`src/rtl/cdb_arbiter_pkg.sv`:
```
// Shared sizing for the completion/CDB path: PRF tag width and FU count.
package cdb_arbiter_pkg;

  localparam int unsigned PRF_IDX_W = 7;
  localparam int unsigned NUM_FU    = 4;
  localparam int unsigned FU_IDX_W  = $clog2(NUM_FU);

  typedef logic [PRF_IDX_W-1:0] prf_tag_t;

endpackage

```
`src/rtl/cdb_arbiter_rr_arbiter.sv`:
```
// Combinational round-robin picker: first set request at or above ptr_i,
// wrapping modulo N; returns one-hot grant and encoded index.
module rr_arbiter #(
  parameter int unsigned N = 4
) (
  input  logic [N-1:0]                         req_i,
  input  logic [((N > 1) ? $clog2(N) : 1)-1:0] ptr_i,
  output logic [N-1:0]                         gnt_o,
  output logic [((N > 1) ? $clog2(N) : 1)-1:0] idx_o,
  output logic                                 any_o
);

  localparam int unsigned IW = (N > 1) ? $clog2(N) : 1;

  logic [2*N-1:0] req2;
  logic [N-1:0]   rot;
  logic [IW-1:0]  off;
  logic [IW:0]    sum;

  always_comb begin
    req2  = {req_i, req_i};
    rot   = req2[ptr_i +: N];
    any_o = 1'b0;
    off   = '0;
    for (int unsigned j = 0; j < N; j++) begin
      if (!any_o && rot[j]) begin
        any_o = 1'b1;
        off   = j[IW-1:0];
      end
    end
    // Rotate the winning offset back into absolute FU numbering.
    sum = {1'b0, off} + {1'b0, ptr_i};
    if (sum >= (IW+1)'(N)) sum = sum - (IW+1)'(N);
    idx_o = sum[IW-1:0];
    gnt_o = '0;
    for (int unsigned j = 0; j < N; j++) begin
      gnt_o[j] = any_o && (idx_o == j[IW-1:0]);
    end
  end

endmodule

```
`src/rtl/cdb_arbiter.sv`:
```
// Single-CDB completion arbiter: round-robin over FU results, with a
// one-entry holding register per FU that back-pressures losers until granted.
module cdb_arbiter
  import cdb_arbiter_pkg::*;
#(
  parameter int unsigned NUM_FU = cdb_arbiter_pkg::NUM_FU
) (
  input  logic                                 clk,
  input  logic                                 rst,
  input  logic [NUM_FU-1:0]                    fu_done_vld_i,
  input  logic [NUM_FU-1:0][PRF_IDX_W-1:0]     fu_done_tag_i,
  input  logic                                 flush_i,
  output logic [NUM_FU-1:0]                    fu_stall_o,
  output logic                                 cdb_vld_o,
  output logic [PRF_IDX_W-1:0]                 cdb_tag_o,
  output logic [$clog2(NUM_FU)-1:0]            cdb_fu_idx_o
);

  localparam int unsigned IW = $clog2(NUM_FU);

  logic [NUM_FU-1:0]            hold_vld_q, hold_vld_d;
  prf_tag_t [NUM_FU-1:0]        hold_tag_q, hold_tag_d;
  logic [IW-1:0]                rr_ptr_q, rr_ptr_d;
  logic                         cdb_vld_q, cdb_vld_d;
  prf_tag_t                     cdb_tag_q, cdb_tag_d;
  logic [IW-1:0]                cdb_idx_q, cdb_idx_d;

  logic [NUM_FU-1:0]            cand_vld;
  prf_tag_t [NUM_FU-1:0]        cand_tag;
  logic [NUM_FU-1:0]            gnt;
  logic [IW-1:0]                win_idx;
  logic                         win_any;

  // A held FU is stalled, so its live valid is a protocol violation and ignored.
  always_comb begin
    cand_vld = hold_vld_q | fu_done_vld_i;
    for (int unsigned i = 0; i < NUM_FU; i++) begin
      cand_tag[i] = hold_vld_q[i] ? hold_tag_q[i] : fu_done_tag_i[i];
    end
  end

  rr_arbiter #(.N(NUM_FU)) u_rr (
    .req_i (cand_vld),
    .ptr_i (rr_ptr_q),
    .gnt_o (gnt),
    .idx_o (win_idx),
    .any_o (win_any)
  );

  always_comb begin
    hold_vld_d = hold_vld_q;
    hold_tag_d = hold_tag_q;
    rr_ptr_d   = rr_ptr_q;
    cdb_vld_d  = 1'b0;
    cdb_tag_d  = '0;
    cdb_idx_d  = '0;
    if (flush_i) begin
      hold_vld_d = '0;
      rr_ptr_d   = '0;
    end else begin
      if (win_any) begin
        cdb_vld_d = 1'b1;
        cdb_tag_d = cand_tag[win_idx];
        cdb_idx_d = win_idx;
        rr_ptr_d  = (win_idx == IW'(NUM_FU-1)) ? '0 : win_idx + IW'(1);
      end
      for (int unsigned i = 0; i < NUM_FU; i++) begin
        if (gnt[i]) begin
          hold_vld_d[i] = 1'b0;
        end else if (fu_done_vld_i[i] && !hold_vld_q[i]) begin
          hold_vld_d[i] = 1'b1;
          hold_tag_d[i] = fu_done_tag_i[i];
        end
      end
    end
  end

  always_ff @(posedge clk or posedge rst) begin
    if (rst) begin
      hold_vld_q <= '0;
      hold_tag_q <= '0;
      rr_ptr_q   <= '0;
      cdb_vld_q  <= 1'b0;
      cdb_tag_q  <= '0;
      cdb_idx_q  <= '0;
    end else begin
      hold_vld_q <= hold_vld_d;
      hold_tag_q <= hold_tag_d;
      rr_ptr_q   <= rr_ptr_d;
      cdb_vld_q  <= cdb_vld_d;
      cdb_tag_q  <= cdb_tag_d;
      cdb_idx_q  <= cdb_idx_d;
    end
  end

  assign fu_stall_o   = hold_vld_q;
  assign cdb_vld_o    = cdb_vld_q;
  assign cdb_tag_o    = cdb_tag_q;
  assign cdb_fu_idx_o = cdb_idx_q;

endmodule

```
`config.mk`:
```
export PLATFORM = sky130hd
export DESIGN_NAME = cdb_arbiter
export DESIGN_NICKNAME = d
export VERILOG_FILES = /design/src/rtl/cdb_arbiter_pkg.sv /design/src/rtl/cdb_arbiter_rr_arbiter.sv /design/src/rtl/cdb_arbiter.sv
export SDC_FILE = /design/constraint.sdc
export NUM_CORES = 1
export LEC_CHECK = 0
export ABC_AREA = 1
export CAP_MARGIN = 20
export CORE_UTILIZATION = 55
export CTS_BUF_LIST = sky130_fd_sc_hd__clkbuf_8
export CTS_CLUSTER_SIZE = 10
export DETAILED_ROUTE_END_ITERATION = 7
export DONT_BUFFER_PORTS = 1
export PLACE_DENSITY = 0.75
export SETUP_SLACK_MARGIN = 0.15
export SLEW_MARGIN = 25
export SYNTH_ARGS = -nofsm -noshare
export SYNTH_HDL_FRONTEND = slang
export SYNTH_SLANG_ARGS = --single-unit
```
`constraint.sdc`:
```
create_clock -name clk -period 5.7 [get_ports clk]
set_input_delay 0.855 -clock clk [delete_from_list [all_inputs] [get_ports clk]]
set_output_delay 0.855 -clock clk [all_outputs]
set_load 0.02 [all_outputs]
```
* Word-level counts from Yosys, hierarchy flattened *
Cells that the tools add are included.

word-level totals
  flip-flop bits (word level) = 44
  input bits = 35
  output and inout port bits = 14
  logic and storage cells = 87

cells by class
  add/subtract/negate cells = 3
  magnitude comparators = 2
  equality and inequality tests = 3
  shift operators = 1
  mux-type cells = 32
  bitwise operators = 6
  reduce and logical (&&, ||, !) cells = 28

operators by type and width
  kind                                                        number
  2-to-1 mux 7 bit                                            7
  2-to-1 mux 2 bit                                            8
  2-to-1 mux 1 bit                                            15
  binary-select mux 7 bit (select 2 bit)                      1
  AND reduction 3 bit                                         4
  nonzero test 3 bit                                          4
  logical AND 1 bit                                           11
  variable part select 8 x 3 -> 4 bit                         1
  logical NOT 1 bit                                           7
  NOT 1 bit                                                   5
  equality test 2 bit, second input constant                  2
  2-to-1 mux 4 bit                                            1
  bitwise OR 4 bit                                            1
  adder 2 x 2 -> 3 bit                                        1
  >= comparator 3 bit, second input constant                  1
  less-than comparator 2 x 3 -> 1 bit, second input constant  1
  adder 2 x 1 -> 2 bit, second input constant                 1
  equality test 2 x 1 -> 1 bit, second input constant         1
  logical NOT 2 bit                                           1
  nonzero test 2 bit                                          1
  subtractor 2 x 1 -> 2 bit, second input constant            1

* Logic depth before layout (Yosys ltp) *
Gate-level depths: netlist of the first run.

  depth in word-level cells = 19
  gate-level depth with buffers = 18
  mapped depth without buffers = 16

* Cells and area by module *
From an unflattened synthesis of the first run, not the netlist that was laid out.

second synthesis, totals
  cell total of the unflattened synthesis = 366
  area total of the unflattened synthesis = 2,765.2 um2

by module, submodules not included
  module       instances  cells each  area each (um2)  seq. area each (um2)
  cdb_arbiter  1          323         2,552.4          1,101.1
  rr_arbiter   1          43          212.7            0.0

* Least setup slack after synthesis of the first run *
Ideal clock, no wire load.

  kind = input-to-reg
  start point = in fu_done_vld_i[2]
  end point = reg hold_tag_q[14] (netlist name)
  setup time = 0.117 ns
  arrival = 2.935 ns
  data required time = 5.583 ns
  path slack = 2.648 ns
  stages on the path = 17
  path buffers = 1
  path through = nor2_2 > nand2_1 > nand2_1 > nand2_1 > nand2_2 > nand3_1 > a21oi_1 > ha_1 > xor2_1 > nand3b_4 > nand2_4 > ha_1 > o21ai_2 > nand2_2 > buf_6 > nand2_2 > o21ai_2

on the way
  word-level cells in the longest chain between the ends = 19
  elaborated cells on any way between the ends = 24
  those cells by class = add/sub (2); order compare (1); eq/ne (1); shift (1); mux (8); bitwise (2); reduce/logical (9)

ends and longest elaborated chain
  element                                                           RTL line                      source
  from (decl)                                                       cdb_arbiter.sv:10             input logic [NUM_FU-1:0] fu_done_vld_i,
  bitwise OR 4 bit                                                  cdb_arbiter.sv:36             cand_vld = hold_vld_q | fu_done_vld_i;
  variable part select 8 x 3 -> 4 bit                               cdb_arbiter_rr_arbiter.sv:22  rot = req2[ptr_i +: N];
  2-to-1 mux 1 bit                                                  cdb_arbiter_rr_arbiter.sv:26  if (!any_o && rot[j]) begin
  logical NOT 1 bit                                                 cdb_arbiter_rr_arbiter.sv:26
  logical AND 1 bit                                                 cdb_arbiter_rr_arbiter.sv:26
  2-to-1 mux 1 bit                                                  cdb_arbiter_rr_arbiter.sv:26
  logical NOT 1 bit                                                 cdb_arbiter_rr_arbiter.sv:26
  logical AND 1 bit                                                 cdb_arbiter_rr_arbiter.sv:26
  (+3 left out)                                                     -
  2-to-1 mux 2 bit                                                  cdb_arbiter_rr_arbiter.sv:26
  adder 2 x 2 -> 3 bit                                              cdb_arbiter_rr_arbiter.sv:32  sum = {1'b0, off} + {1'b0, ptr_i};
  >= comparator 3 bit or subtractor 2 x 1 -> 2 bit (tied branches)  cdb_arbiter_rr_arbiter.sv:33  if (sum >= (IW+1)'(N)) sum = sum - (IW+1)'(N);
  2-to-1 mux 2 bit                                                  cdb_arbiter_rr_arbiter.sv:33
  equality test 2 bit                                               cdb_arbiter_rr_arbiter.sv:37  gnt_o[j] = any_o && (idx_o == j[IW-1:0]);
  logical AND 1 bit                                                 cdb_arbiter_rr_arbiter.sv:37
  NOT 1 bit (no line)                                               -
  AND reduction 3 bit (no line) (*)                                 -
  to (signal assigned)                                              cdb_arbiter.sv:88             hold_tag_q <= hold_tag_d;
  to (decl)                                                         cdb_arbiter.sv:22             prf_tag_t [NUM_FU-1:0] hold_tag_q, hold_tag_d;

Mark *: on every way between the ends. The rest lies on a longest branch, timed or not.
A chain may end at the register's enable or synchronous reset.

* Final worst setup path of the first run *
  start point = reg hold_vld_q[1], in the netlist fu_stall_o[1]
  end point = reg hold_tag_q[19] (netlist name)

on the way
  word-level cells in the longest chain between the ends = 19
  elaborated cells on any way between the ends = 23
  those cells by class = add/sub (2); order compare (1); eq/ne (1); shift (1); mux (8); bitwise (2); reduce/logical (8)

ends and longest elaborated chain
  element                                                           RTL line                      source
  from (decl)                                                       cdb_arbiter.sv:21             logic [NUM_FU-1:0] hold_vld_q, hold_vld_d;
  from (signal assigned)                                            cdb_arbiter.sv:87             hold_vld_q <= hold_vld_d;
  bitwise OR 4 bit (*)                                              cdb_arbiter.sv:36
  variable part select 8 x 3 -> 4 bit (*)                           cdb_arbiter_rr_arbiter.sv:22
  2-to-1 mux 1 bit                                                  cdb_arbiter_rr_arbiter.sv:26
  logical NOT 1 bit                                                 cdb_arbiter_rr_arbiter.sv:26
  logical AND 1 bit                                                 cdb_arbiter_rr_arbiter.sv:26
  2-to-1 mux 1 bit                                                  cdb_arbiter_rr_arbiter.sv:26
  logical NOT 1 bit                                                 cdb_arbiter_rr_arbiter.sv:26
  logical AND 1 bit                                                 cdb_arbiter_rr_arbiter.sv:26
  (+3 left out)                                                     -
  2-to-1 mux 2 bit                                                  cdb_arbiter_rr_arbiter.sv:26
  adder 2 x 2 -> 3 bit                                              cdb_arbiter_rr_arbiter.sv:32
  >= comparator 3 bit or subtractor 2 x 1 -> 2 bit (tied branches)  cdb_arbiter_rr_arbiter.sv:33
  2-to-1 mux 2 bit                                                  cdb_arbiter_rr_arbiter.sv:33
  equality test 2 bit                                               cdb_arbiter_rr_arbiter.sv:37
  logical AND 1 bit (*)                                             cdb_arbiter_rr_arbiter.sv:37
  NOT 1 bit (no line) (*)                                           -
  AND reduction 3 bit (no line) (*)                                 -

Marked as above.

==> results of run 1 <==
==> path summary, 6_finish.rpt <==
| path | cells past startpoint | end | start |
|---|---|---|---|
| min in group asynchronous | 2 | hold_tag_q[22]$_DFFE_PP0P_ | rst |
| min reg2reg | 2 | hold_tag_q[25]$_DFFE_PP0P_ | hold_tag_q[25]$_DFFE_PP0P_ |
| max in group asynchronous | 2 | rr_ptr_q[1]$_DFFE_PP0P_ | rst |
| max reg2reg | 14 | hold_tag_q[19]$_DFFE_PP0P_ | fu_stall_o[1]$_DFFE_PP0P_ |
| max | 14 | hold_tag_q[19]$_DFFE_PP0P_ | fu_stall_o[1]$_DFFE_PP0P_ |
| min | 2 | hold_tag_q[25]$_DFFE_PP0P_ | hold_tag_q[25]$_DFFE_PP0P_ |
==> Yosys cell counts, types with 2 or more instances <==
library cell / count / share of area
nor2_4: 2 / 0.0087
nand3_1: 12 / 0.023
o21ai_0: 21 / 0.041
buf_1: 3 / 0.0043
nor2_1: 18 / 0.026
nand2_4: 4 / 0.017
ha_1: 2 / 0.0097
nand4_1: 21 / 0.051
nand3_4: 3 / 0.020
inv_1: 27 / 0.039
a21oi_1: 36 / 0.070
nand3_2: 2 / 0.0077
nand2_2: 9 / 0.022
clkbuf_1: 5 / 0.0073
dfrtp_1: 44 / 0.43
buf_6: 3 / 0.013
inv_2: 2 / 0.0029
o21ai_2: 8 / 0.027
nor2_8: 2 / 0.015
nor2_2: 3 / 0.0073
nand2_1: 94 / 0.14
==> cells in the final DEF, fill, tap and decap left out, drive strengths merged <==
cell type	instances
nand2	108
dfrtp	44
a21oi	36
o21ai	29
inv	27
nor2	25
nand4	21
nand3	17
clkbuf	6
clkinv	3
ha	2
xor2	1
nand3b	1
a211oi	1
o22ai	1
bufinv	1
buf	1
==> power groups by stage <==
stage          registers [mW]  clock network (mW)  logic, mW
2_1_floorplan           0.567                   0      0.843
3_3_place_gp            0.620                   0      0.958
3_5_place_dp            0.622                   0      0.984
4_1_cts                 0.616               0.258      0.989
5_1_grt                 0.635               0.270       1.14
6_report                0.619               0.253      0.993
==> per-layer routing <==
layer,share of wire,routed length [um],vias up
met1,0.42,2460,995
met5,0,0,-
met4,0.015,85,0
met3,0.076,439,10
li1,-,-,1081
met2,0.48,2800,84
==> logic make-up after synthesis <==
kind of cell / count (synthesis) / share of synthesized area
xor+xnor: 1 / 0.00338
compound gates: 67 / 0.143
fa+ha+maj: 2 / 0.00966
flops: 44 / 0.425
simple gates: 172 / 0.350
buf+inv: 41 / 0.0686
==> worst reg2reg max path: stages, from the launching register on <==
cell     delay [ns]
dfrtp_1        0.62
nor2_2         0.25
nand2_1        0.09
nand2_1        0.08
nand2_1        0.07
nand2_2        0.10
nand3_1        0.08
a21oi_1        0.15
ha_1           0.27
inv_1          0.70
ha_1           0.31
o21ai_2        0.08
nand2_2        0.28
nand2_1        0.11
o21ai_2        0.07
==> flip-flops by register name, summed over array words and instances (netlist names) <==
register	flops
hold_tag_q	28
cdb_tag_o	7
fu_stall_o	4
cdb_fu_idx_o	2
rr_ptr_q	2
cdb_vld_o	1
==> final cells by class <==
| type | count | area [um2] |
|---|---|---|
| multi-input combinational | 242 | 1310 |
| timing repair buffer | 1 | 7.51 |
| clock inverter | 2 | 38.8 |
| fill | 417 | 1730 |
| sequential | 44 | 1100 |
| clock buffer | 6 | 82.6 |
| inverter | 29 | 109 |
| tap | 52 | 65.1 |
==> stage by stage <==
step           area [um2]  hold WS [ns]  setup WS, ns  instances
6_report             2710         0.478          2.36        376
5_1_grt              2710         0.499          1.93        376
4_1_cts              2710         0.480          2.38        376
3_5_place_dp         2590         0.460          2.26        368
3_3_place_gp         2590         0.457          2.36        368
2_1_floorplan        2590         0.442          2.65        327
==> metrics.yaml, run 1 <==
run_status:
  status: "complete, but fails checks"
  violations: "design-rule violations"
grt:
  grt_util_met1: 0.345
  antenna_found_initial: 0
  busiest_layer: "met2"
  overflow: 0
  grt_max_degree: 45
  met3_usage: 0.0698
  grt_use_total: 0.254
  grt_use_met2: 0.395
  first_global_vias: 2103
  grt_pass1_wl_um: 9850
logic_synthesis:
  syn_inst: 327
  yosysSeqAreaShare: 0.425
  synth_cell_types: 27
  syn_area_per_cell_um2: 7.92
  synth.ff_latch_count: 44
  ys_async_sr_fraction: 1.00
  synth_edf_count: 0
  syn-cell-area_um2: 2590
  synth_top_flop_cell: "dfrtp_1"
  syn_nets: 364
  yosysWarnings: 0
critical_path:
  worstSetupStartpointType: "flip-flop"
  path_cells: "nor2_2, nand2_1, nand2_1, nand2_1, nand2_2, nand3_1, a21oi_1, ha_1, inv_1, ha_1, o21ai_2, nand2_2, nand2_1, o21ai_2"
  crit_top_cell: "nand2_1"
  crit_fanout: 31
  required_ns: 5.92
  cpMaxStageDelayCell: "inv_1"
  crit_path_end_kind: "flip-flop"
  crit_arrival_ns: 3.56
  worst-path-buf-inv: 1
  crit_type: "flip-flop to flip-flop"
  crit_family: "simple AND/OR/NAND/NOR gates"
  cpPeakStageDelay_ns: 0.70
  rrSetupSlack_ns: 2.36
die:
  die_y_um: 70.6
  coreArea_um2: 4440
  io_pins: 49
  initial_core_util: 0.582
  dieArea_um2: 4990
  chipWidth_um: 70.6
  std_cell_rows: 24
route:
  wl_um: 5780
  via_per_inst: 5.77
  via_count: 2170
  dr.pass1.iters: 7
  first_iter_violations: 174
  wl_per_cell_um: 15.4
  drc: 8
  postRouteAntennaNets: 0
run:
  maxCapViolCount: 0
power:
  clkPwrFrac: 0.136
  p_per_area_nw_per_um2: 687
  power_frac_seq: 0.332
  leakage_nw: 1.39
  net-switching-power_uw: 941
  p_sw_frac: 0.505
  ir_drop_v: 0.000348
  finalPower_mw: 1.87
  combPwrFrac: 0.532
  intPower_uw: 924
placed_design:
  gp_congestion: 0.915
  hpwl_um: 4110
  io_buffers: 0
cts:
  postCtsSetupBuffers: 0
  cts_buffers: 5
  h-tree-depth: 2
  root_buffer: "clkbuf_8"
  cts_tree: "done"
  clk_latency_ns: 0.30
  cts_buffer_depth: 2
  cts_resized: 0
  cts-hold-fix-buffers: 0
  clk_pin_slew_ns: 0.09
  cts_sinks: 44
finish:
  fin_nets: 360
  area_growth_pct: 4.83
  final_util: 0.611
  final_layout_size_suffix_gt1_frac: 0.142
  diodes: 0
sta:
  fmax_ghz: 0.300
  clock_skew_ns: 0.00998
  relSlewSlack: 0.358
  setup_viol: 0
  hold_viol_final: 0
  slew_viol_final: 0
  rsz0062_at_grt: "false"
  min_period_ns: 3.34
  tns_ns: 0
  period_share: 0.586
  worst_pin_slew_ns: 0.957
worst_hold_path:
  hold_class: "flip-flop to flip-flop"
Note: power is estimated with default switching activity, not from simulation.
==> run 2, diff against run 1 <==
Settings changed: PLACE_DENSITY 0.75 to 0.78.
Clock period 5.7 ns to 2.8 ns, I/O delays scaled along.
==> metrics.yaml, run 2 (same netlist as run 1, synthesis figures left out) <==
run_status:
  status: "complete, but fails checks"
  violations: "design-rule violations"
critical_path:
  crit_top_cell: "nand2_1"
  crit_arrival_ns: 2.76  # -0.80 ns
  required_ns: 3.00  # -2.92 ns
  worstSetupStartpointType: "flip-flop"
  crit_fanout: 7  # -77%
  crit_path_end_kind: "flip-flop"
  cpMaxStageDelayCell: "dfrtp_2"
  path_cells: "nor2_4, nand2_1, nand2_1, nand2_1, nand3_1, a21oi_2, ha_4, xor2_4, buf_4, nand2_4, nand2_8, ha_4, o21ai_4, nand2_4, nand2_2, o21ai_2"
  crit_type: "flip-flop to flip-flop"
  cpPeakStageDelay_ns: 0.43  # -0.27 ns
finish:
  design_area_um2: 2950  # +8.5%
  final_common_cell: "nand2_1"
  diodes: 0  # unchanged
  fin_nets: 379  # +5.3%
  largest_register: "hold_tag_q"
  largest_reg_flops: 28  # unchanged
  final_layout_size_suffix_gt1_frac: 0.230  # +0.0883
  final.fill_count: 356  # -15%
  layout_common_cells: "nand2_1, dfrtp_1, a21oi_1, inv_1"
  area_growth_pct: 13.8
grt:
  overflow: 0  # unchanged
  first_global_vias: 2076  # -1.3%
  grt_pass1_wl_um: 9890  # +0.42%
  antenna_found_initial: 0  # unchanged
  grt_max_degree: 28  # -38%
  grt_use_total: 0.255  # +0.000924
placed_design:
  pre_cts_slack_ns: -0.00558  # -2.27 ns
  placed_area_um2: 2680  # +3.4%
  io_buffers: 0  # unchanged
  hpwl_um: 4300  # +4.7%
  gp_congestion: 0.993  # +8.5%
sta:
  min_period_ns: 2.56  # -0.782 ns
  slew_viol_final: 0  # unchanged
  rsz0062_at_grt: "false"
  holdWs_ns: 0.0443  # -0.434 ns
  period_share: 0.913  # +0.327
  post-route-worst-setup-slack_ns: 0.244  # -2.12 ns
  hold_viol_final: 0  # unchanged
  setup_viol: 0  # unchanged
  worst_pin_slew_ns: 0.664  # -0.293 ns
  fmax_ghz: 0.391  # +31%
  relSlewSlack: 0.556  # +0.198
  clock_skew_ns: 0.00788  # -0.00210 ns
die:
  initial_core_util: 0.582  # unchanged
  die_y_um: 70.6  # unchanged
  io_pins: 49  # unchanged
  coreArea_um2: 4440  # unchanged
  std_cell_rows: 24  # unchanged
  chipWidth_um: 70.6  # unchanged
  dieArea_um2: 4990  # unchanged
cts:
  cts_buffer_depth: 2  # unchanged
  cts_tree: "done"
  cts_buffers: 5  # unchanged
  cts_sinks: 44  # unchanged
  clk_pin_slew_ns: 0.09  # about the same
  clk_latency_ns: 0.30  # about the same
  cts-hold-fix-buffers: 0  # unchanged
  root_buffer: "clkbuf_8"
  h-tree-depth: 2  # unchanged
power:
  p_per_area_nw_per_um2: 1440  # +110%
  ir_drop_v: 0.00101  # +190%
  leakage_nw: 1.48  # +6.6%
  finalPower_mw: 4.23  # +130%
route:
  via_per_inst: 5.75  # -0.29%
  via_count: 2273  # +4.7%
  dr.pass1.iters: 6  # -1
  wl_per_cell_um: 15.7  # +1.9%
  wl_um: 6190  # +7.0%
  postRouteAntennaNets: 0  # unchanged
  first_iter_violations: 274  # +57%
  drc: 10  # +2
worst_hold_path:
  hold_class: "input pin to asynchronous set/reset pin"
run:
  maxCapViolCount: 0  # unchanged
## run 2: cell count changes in the layout (fill, tap and decap cells not counted), sizes merged
cell / before / now
inv: 27 / 28
nand2: 108 / 109
buf: 1 / 19
clkinv: 3 / 0
clkinvlp: 0 / 3
bufinv: 1 / 0
## run 2: final timing paths
path / start / to / slack, ns / cells past startpoint
max: fu_stall_o[3]$_DFFE_PP0P_ / hold_tag_q[15]$_DFFE_PP0P_ / 0.24 / 16
min: rst / cdb_fu_idx_o[1]$_DFF_PP0_ / 0.04 / 1
max reg2reg: fu_stall_o[3]$_DFFE_PP0P_ / hold_tag_q[15]$_DFFE_PP0P_ / 0.24 / 16
min reg2reg: hold_tag_q[0]$_DFFE_PP0P_ / hold_tag_q[0]$_DFFE_PP0P_ / 0.48 / 2
max in group asynchronous: rst / cdb_tag_o[3]$_DFF_PP0_ / 2.10 / 2
min in group clk: flush_i / rr_ptr_q[0]$_DFFE_PP0P_ / 0.20 / 1
## run 2: final cells by class
cell class / instances / area [um2] / share of cell area
sequential: 44 / 1100 / 0.375
multi-input combinational: 243 / 1420 / 0.483
tap: 52 / 65.1 / 0.0221
inverter: 29 / 113 / 0.0382
clock inverter: 2 / 15.0 / 0.00510
clock buffer: 6 / 82.6 / 0.0280
timing repair buffer: 19 / 143 / 0.0484
## run 2: where the power goes
| group | internal [mW] | total (mW) | switching, mW |
|---|---|---|---|
| combinational | 0.983 | 2.65 | 1.67 |
| clock | 0.200 | 0.420 | 0.220 |
| sequential | 0.924 | 1.16 | 0.234 |
| total | 2.11 | 4.23 | 2.12 |
## run 2: metal layers
metal / routed length, um / share of wire / GRT usage
met5: 0 / 0 / 0
met4: 135 / 0.022 / 0.113
met3: 492 / 0.079 / 0.0556
met2: 2980 / 0.48 / 0.389
met1: 2580 / 0.42 / 0.352
## run 2: what timing repair did
action	4_1_cts	5_1_grt
cloned	1	0
resized for setup	5	13
setup endpoints to repair	7	21
setup buffers	3	6
pin swaps	4	7
endpoints found under the hold margin	0	0
## run 2: metrics by stage
stage                     setup TNS (ns)  instances   util
after floorplan                        0        327      -
after global placement                 0        377  0.603
after detailed placement        -0.00619        377  0.603
after CTS                              0        389  0.637
after global routing                   0        395  0.663
final                                  0        395  0.663
## run 2: worst max-delay path: cells and delay by family, from the launching register on
family,cells,cell delay (ns)
flops,1,0.43
xor+xnor,1,0.15
buf+inv,1,0.14
compound gates,3,0.33
simple gates,9,1.06
fa+ha+maj,2,0.35
